## config.mk

```make
export PLATFORM = sky130hd
export DESIGN_NAME = soc_riscv_apb_arbiter_flat
export DESIGN_NICKNAME = d
export VERILOG_FILES = /design/src/rtl/soc_riscv_apb_arbiter_if.sv /design/src/rtl/soc_riscv_apb_arbiter.sv /design/src/flat_wrapper.sv
export SDC_FILE = /design/constraint.sdc
export NUM_CORES = 1
export LEC_CHECK = 0
export CAP_MARGIN = 25
export CORE_UTILIZATION = 44
export CTS_BUF_LIST = sky130_fd_sc_hd__clkbuf_4 sky130_fd_sc_hd__clkbuf_8
export CTS_CLUSTER_SIZE = 10
export DETAILED_ROUTE_END_ITERATION = 10
export PLACE_DENSITY = 0.85
export SLEW_MARGIN = 20
export SYNTH_ARGS = -nofsm -noshare
export SYNTH_HDL_FRONTEND = slang
export SYNTH_SLANG_ARGS = --single-unit
```

## constraint.sdc

```tcl
create_clock -name HCLK -period 4.48 [get_ports HCLK]
set_input_delay 0.896 -clock HCLK [delete_from_list [all_inputs] [get_ports HCLK]]
set_output_delay 0.896 -clock HCLK [all_outputs]
set_load 0.03 [all_outputs]
```

## src/rtl/soc_riscv_apb_arbiter_if.sv

```systemverilog
// Requester and APB bus bundle for soc_riscv_apb_arbiter.
// The arbiter connects through the master modport; the requesters and the APB slave use the slave modport.
interface soc_riscv_apb_arbiter_if #(
  parameter int NREQ       = 2,
  parameter int PADDR_SIZE = 10,
  parameter int PDATA_SIZE = 8
);
  logic [NREQ-1:0]              REQ;
  logic [NREQ*PADDR_SIZE-1:0]   REQ_ADDR;
  logic [NREQ-1:0]              REQ_WRITE;
  logic [NREQ*PDATA_SIZE-1:0]   REQ_WDATA;
  logic [NREQ*PDATA_SIZE/8-1:0] REQ_STRB;
  logic [NREQ*3-1:0]            REQ_PROT;
  logic [NREQ-1:0]              DONE;
  logic [PDATA_SIZE-1:0]        RDATA;
  logic                         ERR;
  logic [NREQ-1:0]              GNT;
  logic                         PSEL;
  logic                         PENABLE;
  logic [PADDR_SIZE-1:0]        PADDR;
  logic                         PWRITE;
  logic [PDATA_SIZE-1:0]        PWDATA;
  logic [PDATA_SIZE/8-1:0]      PSTRB;
  logic [2:0]                   PPROT;
  logic [PDATA_SIZE-1:0]        PRDATA;
  logic                         PREADY;
  logic                         PSLVERR;

  modport master (
    input  REQ, REQ_ADDR, REQ_WRITE, REQ_WDATA, REQ_STRB, REQ_PROT, PRDATA, PREADY, PSLVERR,
    output DONE, RDATA, ERR, GNT, PSEL, PENABLE, PADDR, PWRITE, PWDATA, PSTRB, PPROT
  );

  modport slave (
    output REQ, REQ_ADDR, REQ_WRITE, REQ_WDATA, REQ_STRB, REQ_PROT, PRDATA, PREADY, PSLVERR,
    input  DONE, RDATA, ERR, GNT, PSEL, PENABLE, PADDR, PWRITE, PWDATA, PSTRB, PPROT
  );
endinterface

```

## src/rtl/soc_riscv_apb_arbiter.sv

```systemverilog
// Round-robin arbiter sharing one APB master port between NREQ requesters.
// Optional ACCESS-phase timeout enabled by defining SOC_RISCV_APB_ARBITER_TIMEOUT_EN.
module soc_riscv_apb_arbiter #(
  parameter int NREQ       = 2,
  parameter int PADDR_SIZE = 10,
  parameter int PDATA_SIZE = 8,
  parameter int TIMEOUT    = 255
) (
  input logic                    HCLK,
  input logic                    HRESET,
  soc_riscv_apb_arbiter_if.master bus
);
  localparam int IW = $clog2(NREQ);
  localparam int SW = PDATA_SIZE / 8;

  if (NREQ < 2 || NREQ > 8 || TIMEOUT < 1 || TIMEOUT > 65535 || (PDATA_SIZE % 8) != 0) begin : g_param_check
    $error("soc_riscv_apb_arbiter: parameter out of range");
  end

  typedef enum logic [1:0] {IDLE = 2'd0, SETUP = 2'd1, ACCESS = 2'd2} state_t;

  state_t                state_r, state_s;
  logic [IW-1:0]         last_r, last_s, owner_r, owner_s, win_s;
  logic [NREQ-1:0]       gnt_r, gnt_s, done_r, done_s;
  logic [PDATA_SIZE-1:0] rdata_r, rdata_s, pwdata_r, pwdata_s;
  logic                  err_r, err_s, psel_r, psel_s, penable_r, penable_s, pwrite_r, pwrite_s;
  logic [PADDR_SIZE-1:0] paddr_r, paddr_s;
  logic [SW-1:0]         pstrb_r, pstrb_s;
  logic [2:0]            pprot_r, pprot_s;
  logic [IW:0]           pick_s;
  logic                  grant_s, tout_s;
`ifdef SOC_RISCV_APB_ARBITER_TIMEOUT_EN
  logic [15:0]           cnt_r, cnt_s;
`endif

  // {found, index} of the first set bit after 'last', wrapping around.
  function automatic logic [IW:0] rr_pick(input logic [NREQ-1:0] r, input logic [IW-1:0] last);
    logic [IW:0] res;
    int          idx;
    res = '0;
    for (int k = NREQ; k >= 1; k--) begin
      idx = (int'(last) + k) % NREQ;
      if (r[idx]) res = {1'b1, IW'(idx)};
      else        res = res;
    end
    return res;
  endfunction

  // Next-state and next-output computation for the SETUP/ACCESS sequencer.
  always_comb begin
    state_s   = state_r;
    last_s    = last_r;
    owner_s   = owner_r;
    gnt_s     = gnt_r;
    psel_s    = psel_r;
    penable_s = penable_r;
    paddr_s   = paddr_r;
    pwrite_s  = pwrite_r;
    pwdata_s  = pwdata_r;
    pstrb_s   = pstrb_r;
    pprot_s   = pprot_r;
    done_s    = '0;
    rdata_s   = '0;
    err_s     = 1'b0;
    grant_s   = 1'b0;
    tout_s    = 1'b0;
    pick_s    = rr_pick(bus.REQ, last_r);
`ifdef SOC_RISCV_APB_ARBITER_TIMEOUT_EN
    cnt_s     = cnt_r;
`endif
    case (state_r)
      IDLE: begin
        if (pick_s[IW]) grant_s = 1'b1;
        else            state_s = IDLE;
      end
      SETUP: begin
        penable_s = 1'b1;
        state_s   = ACCESS;
`ifdef SOC_RISCV_APB_ARBITER_TIMEOUT_EN
        cnt_s     = 16'd0;
`endif
      end
      ACCESS: begin
`ifdef SOC_RISCV_APB_ARBITER_TIMEOUT_EN
        // A wait cycle that would bring the count to TIMEOUT ends the transfer.
        if (!bus.PREADY && cnt_r == 16'(TIMEOUT - 1)) tout_s = 1'b1;
        else                                           tout_s = 1'b0;
        if (!bus.PREADY && !tout_s) cnt_s = cnt_r + 16'd1;
        else                        cnt_s = cnt_r;
`endif
        if (bus.PREADY || tout_s) begin
          done_s[owner_r] = 1'b1;
          rdata_s = (pwrite_r || tout_s) ? '0 : bus.PRDATA;
          err_s   = bus.PSLVERR | tout_s;
          last_s  = owner_r;
          // The owner still holds REQ this cycle, so it is excluded from the re-arbitration.
          pick_s  = rr_pick(bus.REQ & ~(NREQ'(1) << owner_r), owner_r);
          if (pick_s[IW]) begin
            grant_s = 1'b1;
          end else begin
            state_s   = IDLE;
            psel_s    = 1'b0;
            penable_s = 1'b0;
            gnt_s     = '0;
          end
        end else begin
          state_s = ACCESS;
        end
      end
      default: begin
        state_s   = IDLE;
        psel_s    = 1'b0;
        penable_s = 1'b0;
        gnt_s     = '0;
      end
    endcase
    win_s = pick_s[IW-1:0];
    if (grant_s) begin
      owner_s   = win_s;
      gnt_s     = NREQ'(1) << win_s;
      psel_s    = 1'b1;
      penable_s = 1'b0;
      paddr_s   = bus.REQ_ADDR[int'(win_s)*PADDR_SIZE +: PADDR_SIZE];
      pwrite_s  = bus.REQ_WRITE[win_s];
      pwdata_s  = bus.REQ_WDATA[int'(win_s)*PDATA_SIZE +: PDATA_SIZE];
      pstrb_s   = bus.REQ_WRITE[win_s] ? bus.REQ_STRB[int'(win_s)*SW +: SW] : '0;
      pprot_s   = bus.REQ_PROT[int'(win_s)*3 +: 3];
      state_s   = SETUP;
    end else begin
      owner_s   = owner_r;
    end
  end

  // State and registered outputs with synchronous reset.
  always_ff @(posedge HCLK) begin
    if (HRESET) begin
      state_r   <= IDLE;
      last_r    <= IW'(NREQ - 1);
      owner_r   <= '0;
      gnt_r     <= '0;
      done_r    <= '0;
      rdata_r   <= '0;
      err_r     <= 1'b0;
      psel_r    <= 1'b0;
      penable_r <= 1'b0;
      paddr_r   <= '0;
      pwrite_r  <= 1'b0;
      pwdata_r  <= '0;
      pstrb_r   <= '0;
      pprot_r   <= 3'd0;
`ifdef SOC_RISCV_APB_ARBITER_TIMEOUT_EN
      cnt_r     <= 16'd0;
`endif
    end else begin
      state_r   <= state_s;
      last_r    <= last_s;
      owner_r   <= owner_s;
      gnt_r     <= gnt_s;
      done_r    <= done_s;
      rdata_r   <= rdata_s;
      err_r     <= err_s;
      psel_r    <= psel_s;
      penable_r <= penable_s;
      paddr_r   <= paddr_s;
      pwrite_r  <= pwrite_s;
      pwdata_r  <= pwdata_s;
      pstrb_r   <= pstrb_s;
      pprot_r   <= pprot_s;
`ifdef SOC_RISCV_APB_ARBITER_TIMEOUT_EN
      cnt_r     <= cnt_s;
`endif
    end
  end

  assign bus.DONE    = done_r;
  assign bus.RDATA   = rdata_r;
  assign bus.ERR     = err_r;
  assign bus.GNT     = gnt_r;
  assign bus.PSEL    = psel_r;
  assign bus.PENABLE = penable_r;
  assign bus.PADDR   = paddr_r;
  assign bus.PWRITE  = pwrite_r;
  assign bus.PWDATA  = pwdata_r;
  assign bus.PSTRB   = pstrb_r;
  assign bus.PPROT   = pprot_r;
endmodule

```

## src/flat_wrapper.sv

```systemverilog
// flat-port wrapper written by rule: the top's interface ports become plain ports
module soc_riscv_apb_arbiter_flat 
#(
  parameter int NREQ       = 2,
  parameter int PADDR_SIZE = 10,
  parameter int PDATA_SIZE = 8,
  parameter int TIMEOUT    = 255
)
  (HCLK, HRESET, bus_REQ, bus_REQ_ADDR, bus_REQ_WRITE, bus_REQ_WDATA, bus_REQ_STRB, bus_REQ_PROT, bus_PRDATA, bus_PREADY, bus_PSLVERR, bus_DONE, bus_RDATA, bus_ERR, bus_GNT, bus_PSEL, bus_PENABLE, bus_PADDR, bus_PWRITE, bus_PWDATA, bus_PSTRB, bus_PPROT);
  soc_riscv_apb_arbiter_if #(.NREQ(NREQ), .PADDR_SIZE(PADDR_SIZE), .PDATA_SIZE(PDATA_SIZE)) bus_i ();
  input logic HCLK;
  input logic HRESET;
  input wire logic [$bits(bus_i.REQ)-1:0] bus_REQ;
  input wire logic [$bits(bus_i.REQ_ADDR)-1:0] bus_REQ_ADDR;
  input wire logic [$bits(bus_i.REQ_WRITE)-1:0] bus_REQ_WRITE;
  input wire logic [$bits(bus_i.REQ_WDATA)-1:0] bus_REQ_WDATA;
  input wire logic [$bits(bus_i.REQ_STRB)-1:0] bus_REQ_STRB;
  input wire logic [$bits(bus_i.REQ_PROT)-1:0] bus_REQ_PROT;
  input wire logic [$bits(bus_i.PRDATA)-1:0] bus_PRDATA;
  input wire logic [$bits(bus_i.PREADY)-1:0] bus_PREADY;
  input wire logic [$bits(bus_i.PSLVERR)-1:0] bus_PSLVERR;
  output wire logic [$bits(bus_i.DONE)-1:0] bus_DONE;
  output wire logic [$bits(bus_i.RDATA)-1:0] bus_RDATA;
  output wire logic [$bits(bus_i.ERR)-1:0] bus_ERR;
  output wire logic [$bits(bus_i.GNT)-1:0] bus_GNT;
  output wire logic [$bits(bus_i.PSEL)-1:0] bus_PSEL;
  output wire logic [$bits(bus_i.PENABLE)-1:0] bus_PENABLE;
  output wire logic [$bits(bus_i.PADDR)-1:0] bus_PADDR;
  output wire logic [$bits(bus_i.PWRITE)-1:0] bus_PWRITE;
  output wire logic [$bits(bus_i.PWDATA)-1:0] bus_PWDATA;
  output wire logic [$bits(bus_i.PSTRB)-1:0] bus_PSTRB;
  output wire logic [$bits(bus_i.PPROT)-1:0] bus_PPROT;
  assign bus_i.REQ = bus_REQ;
  assign bus_i.REQ_ADDR = bus_REQ_ADDR;
  assign bus_i.REQ_WRITE = bus_REQ_WRITE;
  assign bus_i.REQ_WDATA = bus_REQ_WDATA;
  assign bus_i.REQ_STRB = bus_REQ_STRB;
  assign bus_i.REQ_PROT = bus_REQ_PROT;
  assign bus_i.PRDATA = bus_PRDATA;
  assign bus_i.PREADY = bus_PREADY;
  assign bus_i.PSLVERR = bus_PSLVERR;
  assign bus_DONE = bus_i.DONE;
  assign bus_RDATA = bus_i.RDATA;
  assign bus_ERR = bus_i.ERR;
  assign bus_GNT = bus_i.GNT;
  assign bus_PSEL = bus_i.PSEL;
  assign bus_PENABLE = bus_i.PENABLE;
  assign bus_PADDR = bus_i.PADDR;
  assign bus_PWRITE = bus_i.PWRITE;
  assign bus_PWDATA = bus_i.PWDATA;
  assign bus_PSTRB = bus_i.PSTRB;
  assign bus_PPROT = bus_i.PPROT;
  soc_riscv_apb_arbiter #(.NREQ(NREQ), .PADDR_SIZE(PADDR_SIZE), .PDATA_SIZE(PDATA_SIZE), .TIMEOUT(TIMEOUT)) u_core (.HCLK(HCLK), .HRESET(HRESET), .bus(bus_i));
endmodule
```

==> qor.yml, run 1 <==
cp_num_buf_inv: 2
cp.arrival_ps: 2920
rsz0062_at_grt: "false"
finalHoldViolCount: 0
ant_nets: 0
htreeDepth: 2
hold_start: "u_core.bus.GNT[1]"
ys_seq_area_share_pct: 44.4
start_kind: "input pin"
hold_slack_ps: 480
layout_common_cells: "clkdlybuf4s50_1, dfxtp_1, nand2_1, nor2_1, a211oi_2"
p_comb_share_pct: 27.2
grt_pass1_vias: 1755
first_pass_iters: 4
hpwl_um: 3700
antenna_cells: 0
startpoint: "bus_REQ[1]"
r2r_cells: 7
r2r_slack_ps: 2340
fp.dieArea_um2: 4570
max_freq_mhz: 369
worst_path_largest_cell_delay_ps: 580
crit_fanout: 15
synthXorXnorAreaFrac_pct: 0
post_cts_buffers: 0
ys_seq_elements: 42
synthAdderAreaFrac_pct: 1.98
avgRoutedWirePerCell_um: 15.3
drt_iter0_drc: 92
crit_path_top_delay_cell: "o21a_1"
synth_cells: 197
drc_errors: 0
path_delay_family: "compound AO/OA/AOI/OAI gates"
layout.nets: 353
worst_clock_skew_ps: 9.78
ioPinCount: 98
cts_buffers: 5
max-cap-violations: 0
post-route-min-period_ps: 2710
nFillCells: 327
finalWeightedCongestion: 0.775
crit_required_ps: 4690
core-area_um2: 4060
final_cell_area_um2: 2940
path_cells: "clkdlybuf4s50_1, o21ai_0, o21a_1, buf_4, a21oi_2, a211oi_2"
syn_area_per_cell_um2: 9.62
p_sw_share_pct: 29.2
power.switching_uw: 292
clock_path_buffers: 2
synth_compound_area_share_pct: 29.4
peakVddDrop_mv: 0.193
end_kind: "flip-flop"
power_density_nw_per_um2: 339
leakagePower_nw: 1.10
synth_cell_types: 31
place_area_um2: 2820
syn-cell-area_um2: 1900
worstSkewPairLatency_ps: 300
grt_max_degree: 35
ff_latch_area_um2: 841
port_buffers: 97
clkSlewWorstSetupHoldPaths_ps: 80
crit_path_end: "u_core.bus.PPROT[0]"
die_y_um: 67.6
worst_pin_slew_ps: 818
synth_edf_count: 0
muxShareOfSynthArea_pct: 0.726
pre_cts_ws_ps: 1460
yosys_warnings: 0
drt-total-wl_um: 5220
r2r-end: "u_core.bus.PPROT[0]"
p_int_uw: 706
synthToLayoutAreaGrowth_pct: 55.3
p_seq_share_pct: 41.6
maxSlewHeadroom_pct: 45.4
setup_viol: 0
die_width_um: 67.6
critPathKind: "in -> reg"
vias: 1773
drive_gt1_share_pct: 17.2
grt_use_total_pct: 23.8
synth_ff_type: "dfxtp_1"
fin_crit_sh_pct: 60.5
setup_ws_ps: 1770
power_uw: 998
status: "completed"
async_flop_share_pct: 0
cts_tree: "built"
syn-num-nets: 260
yosys.area_share.simple_pct: 16.4
pwr-share-clk_pct: 31.2
cts_resized: 0
grt_overflow_total: 0
maxSlewViolCount: 0
initial_core_util_pct: 46.7
synth_top_family_by_area: "compound AO/OA/AOI/OAI gates"
hold_buffers: 0
multi_input_comb_area_um2: 920
setup_tns_ps: 0
final_common_cell: "clkdlybuf4s50_1"
grt_antenna_before_repair: 0
grt_pass1_wl_um: 8040
routed_via_density: 5.20
rows: 23
cts.sinks: 42
root_buffer: "clkbuf_8"
min-delay-path-class: "reg -> reg"
r2r-start: "u_core.state_r[0]"
critical_path_depth: 6
==> cell usage after synthesis, drive strengths merged, types with 4 or more instances <==
cell / n / area, um^2
nor3: 4 / 20.0
nand2: 26 / 97.6
a211oi: 24 / 265
nand3: 4 / 20.0
dfxtp: 42 / 841
buf: 10 / 105
nor2: 25 / 93.8
clkbuf: 4 / 15.0
a21oi: 27 / 195
and2: 8 / 50.1
inv: 4 / 15.0
==> worst min-delay path by stage <==
| stage | to | cells past startpoint |
|---|---|---|
| after floorplan | u_core.owner_r | 2 |
| after global placement | u_core.bus.GNT[1] | 2 |
| after detailed placement | u_core.bus.GNT[1] | 2 |
| after CTS | u_core.bus.GNT[1] | 2 |
| after global routing | u_core.bus.GNT[1] | 2 |
| final | u_core.bus.GNT[1] | 2 |
==> power by group through the flow <==
stage / clock network, mW / logic (mW) / registers [mW]
after floorplan: 0 / 0.114 / 0.470
after global placement: 0 / 0.266 / 0.422
after detailed placement: 0 / 0.271 / 0.423
after CTS: 0.314 / 0.273 / 0.414
after global routing: 0.331 / 0.291 / 0.417
final: 0.312 / 0.272 / 0.415
==> metal layers <==
metal / GRT usage (%) / part of all wire [%] / up-vias
li1: - / - / 866
met1: 28.1 / 42 / 822
met2: 40.6 / 49 / 76
met3: 6.76 / 7.1 / 9
met4: 8.78 / 1.3 / 0
met5: 0 / 0 / -
==> area by class of cell <==
type                            instances  share of cell area (%)
Timing Repair Buffer                  100                    33.7
Sequential cell                        42                    28.6
Inverter                                4                   0.510
Clock inverter                          1                    1.02
Multi-Input combinational cell        137                    31.2
Tap cell                               50                    2.12
Clock buffer                            7                    2.85
==> stage by stage <==
step | utilization, % | instances
after global placement | 69.5 | 332
final | 72.6 | 341
after floorplan | - | 197
after global routing | 72.6 | 341
after detailed placement | 69.5 | 332
after CTS | 72.3 | 340
==> tightest hold or removal path: stages (launching register included) <==
cell	delay, ps
dfxtp_1	320
nand3_1	60
a21oi_1	60
==> flip-flops by register name, summed over array words and instances, names as in the netlist <==
| register | cells |
|---|---|
| u_core.bus.PSTRB | 1 |
| u_core.bus.PENABLE | 1 |
| u_core.bus.ERR | 1 |
| u_core.bus.PWRITE | 1 |
| u_core.owner_r | 1 |
| u_core.bus.PADDR | 10 |
| u_core.bus.PPROT | 3 |
| u_core.state_r | 2 |
| u_core.bus.PWDATA | 8 |
| u_core.bus.PSEL | 1 |
| u_core.bus.DONE | 2 |
| u_core.last_r | 1 |
| u_core.bus.RDATA | 8 |
| u_core.bus.GNT | 2 |
==> logic make-up (layout without fill, tap and decap cells) <==
family                     after synthesis  in the layout
AOI/OAI and AO/OA                       62             62
adders and majority gates                3              3
buffers and inverters                   18            112
DFF                                     42             42
muxes                                    1              1
and+or+nand+nor                         71             71
Power figures use the tool's default switching activity.
==> run 2: changes to the inputs <==
CORE_UTILIZATION = 37   (was 44)
PLACE_DENSITY = 0.76   (was 0.85)
clock period = 2.3 ns   (was 4.48 ns; I/O delays follow)
==> run 2 against run 1 <==
  * Final cell count increased by 6.2%
  * Clock-buffer cell count shrank 1
  * Clock power is 54% higher
  * Hold slack improved by 10 ps
==> qor.yml, run 2 (synthesis gave the netlist of run 1 again) <==
avgRoutedWirePerCell_um: 13.5
ioPinCount: 98
rsz0062_at_grt: "false"
ant_nets: 0
final_common_cell: "clkdlybuf4s50_1"
grt_antenna_before_repair: 0
r2r_cells: 6
post-route-min-period_ps: 1850
worstSkewPairLatency_ps: 290
initial_core_util_pct: 39.4
crit_fanout: 25
drt_iter0_drc: 61
max-cap-violations: 0
max_freq_mhz: 541
finalWeightedCongestion: 0.733
antenna_cells: 0
top_layer_used: "met4"
drc_errors: 0
htreeDepth: 2
synthToLayoutAreaGrowth_pct: 57.2
startpoint: "bus_PREADY"
r2r-start: "u_core.state_r[0]"
layout_common_cells: "clkdlybuf4s50_1, dfxtp_1, nand2_1, nor2_1, a211oi_2"
critPathKind: "in -> reg"
power_density_nw_per_um2: 612
multi_input_comb_area_um2: 920
nFillCells: 449
clkSlewWorstSetupHoldPaths_ps: 80
cts_buffers: 5
drive_gt1_share_pct: 18.3
cts_tree: "built"
r2r-end: "u_core.bus.PADDR[0]"
setup_viol: 0
layout.nets: 357
grt_pass1_wl_um: 7790
rows: 25
crit_required_ps: 2500
die_y_um: 73.6
finalHoldViolCount: 0
fin_util_pct: 61.9
clock_path_buffers: 2
peakVddDrop_mv: 0.289
grt_max_degree: 28
end_kind: "flip-flop"
hpwl_um: 3480
port_buffers: 97
worst_clock_skew_ps: 5.71
status: "completed"
final_cell_area_um2: 2980
routed_via_density: 4.84
drt-total-wl_um: 4870
hold_buffers: 0
cp.arrival_ps: 2050
wl_met3_um: 380
worst_pin_slew_ps: 445
first_pass_iters: 4
grt_overflow_total: 0
largest_reg_flops: 10
maxSlewHeadroom_pct: 70.3
r2r_slack_ps: 480
grt_use_total_pct: 18.8
place_area_um2: 2890
min-delay-path-class: "reg -> reg"
crit_path_end: "u_core.bus.PADDR[0]"
cts.sinks: 42
fin_crit_sh_pct: 80.3
post_cts_buffers: 0
cts_resized: 0
maxSlewViolCount: 0
vias: 1752
dr_wl_met2_um: 2270
instances_no_fill: 362
hold_slack_ps: 490
die_width_um: 73.6
place_inst: 354
start_kind: "input pin"
drt-met1-wl_um: 2180
leakagePower_nw: 1.12
setup_tns_ps: 0
grt_pass1_vias: 1718
core-area_um2: 4820
root_buffer: "clkbuf_8"
ff_latch_area_um2: 841
fp.dieArea_um2: 5410
==> run 2: worst min-delay path by stage <==
stage          cells past startpoint            endpoint  slack [ps]                from
2_1_floorplan                      2      u_core.owner_r         490      u_core.owner_r
3_3_place_gp                       2   u_core.bus.GNT[1]         480   u_core.bus.GNT[1]
3_5_place_dp                       2  u_core.bus.PENABLE         480  u_core.bus.PENABLE
4_1_cts                            2  u_core.bus.PENABLE         500  u_core.bus.PENABLE
5_1_grt                            2   u_core.bus.GNT[1]         530   u_core.bus.GNT[1]
6_report                           2  u_core.bus.PENABLE         490  u_core.bus.PENABLE
==> run 2: power breakdown <==
part / internal, mW / switching (mW) / leakage [nW]
logic: 0.258 / 0.279 / 0.722
clock network: 0.226 / 0.253 / 0.0486
registers: 0.778 / 0.0290 / 0.345
==> run 2: area by class of cell <==
cell class	count	area share [%]
Tap cell	67	2.81
Multi-Input combinational cell	137	30.9
Inverter	4	0.504
Timing Repair Buffer	104	34.6
Clock buffer	6	2.56
Sequential cell	42	28.2
Clock inverter	2	0.462
==> run 2: per-stage QoR <==
stage / setup WS, ps / power, mW
finish: 453 / 1.82
global route: 338 / 1.91
CTS: 461 / 1.85
detailed placement: 150 / 1.36
global placement: 207 / 1.35
floorplan: 692 / 1.14
==> run 2: critical path, stage by stage <==
cell and delay, ps:
clkdlybuf4s50_1 550, a21bo_2 200, o211a_4 430, a21oi_1 130, a211oi_1 260
==> run 2: metal layers <==
layer	GRT usage, %	vias up
met3	5.62	5
li1	-	877
met4	5.34	0
met1	22.1	808
met5	0	-
met2	33.0	62
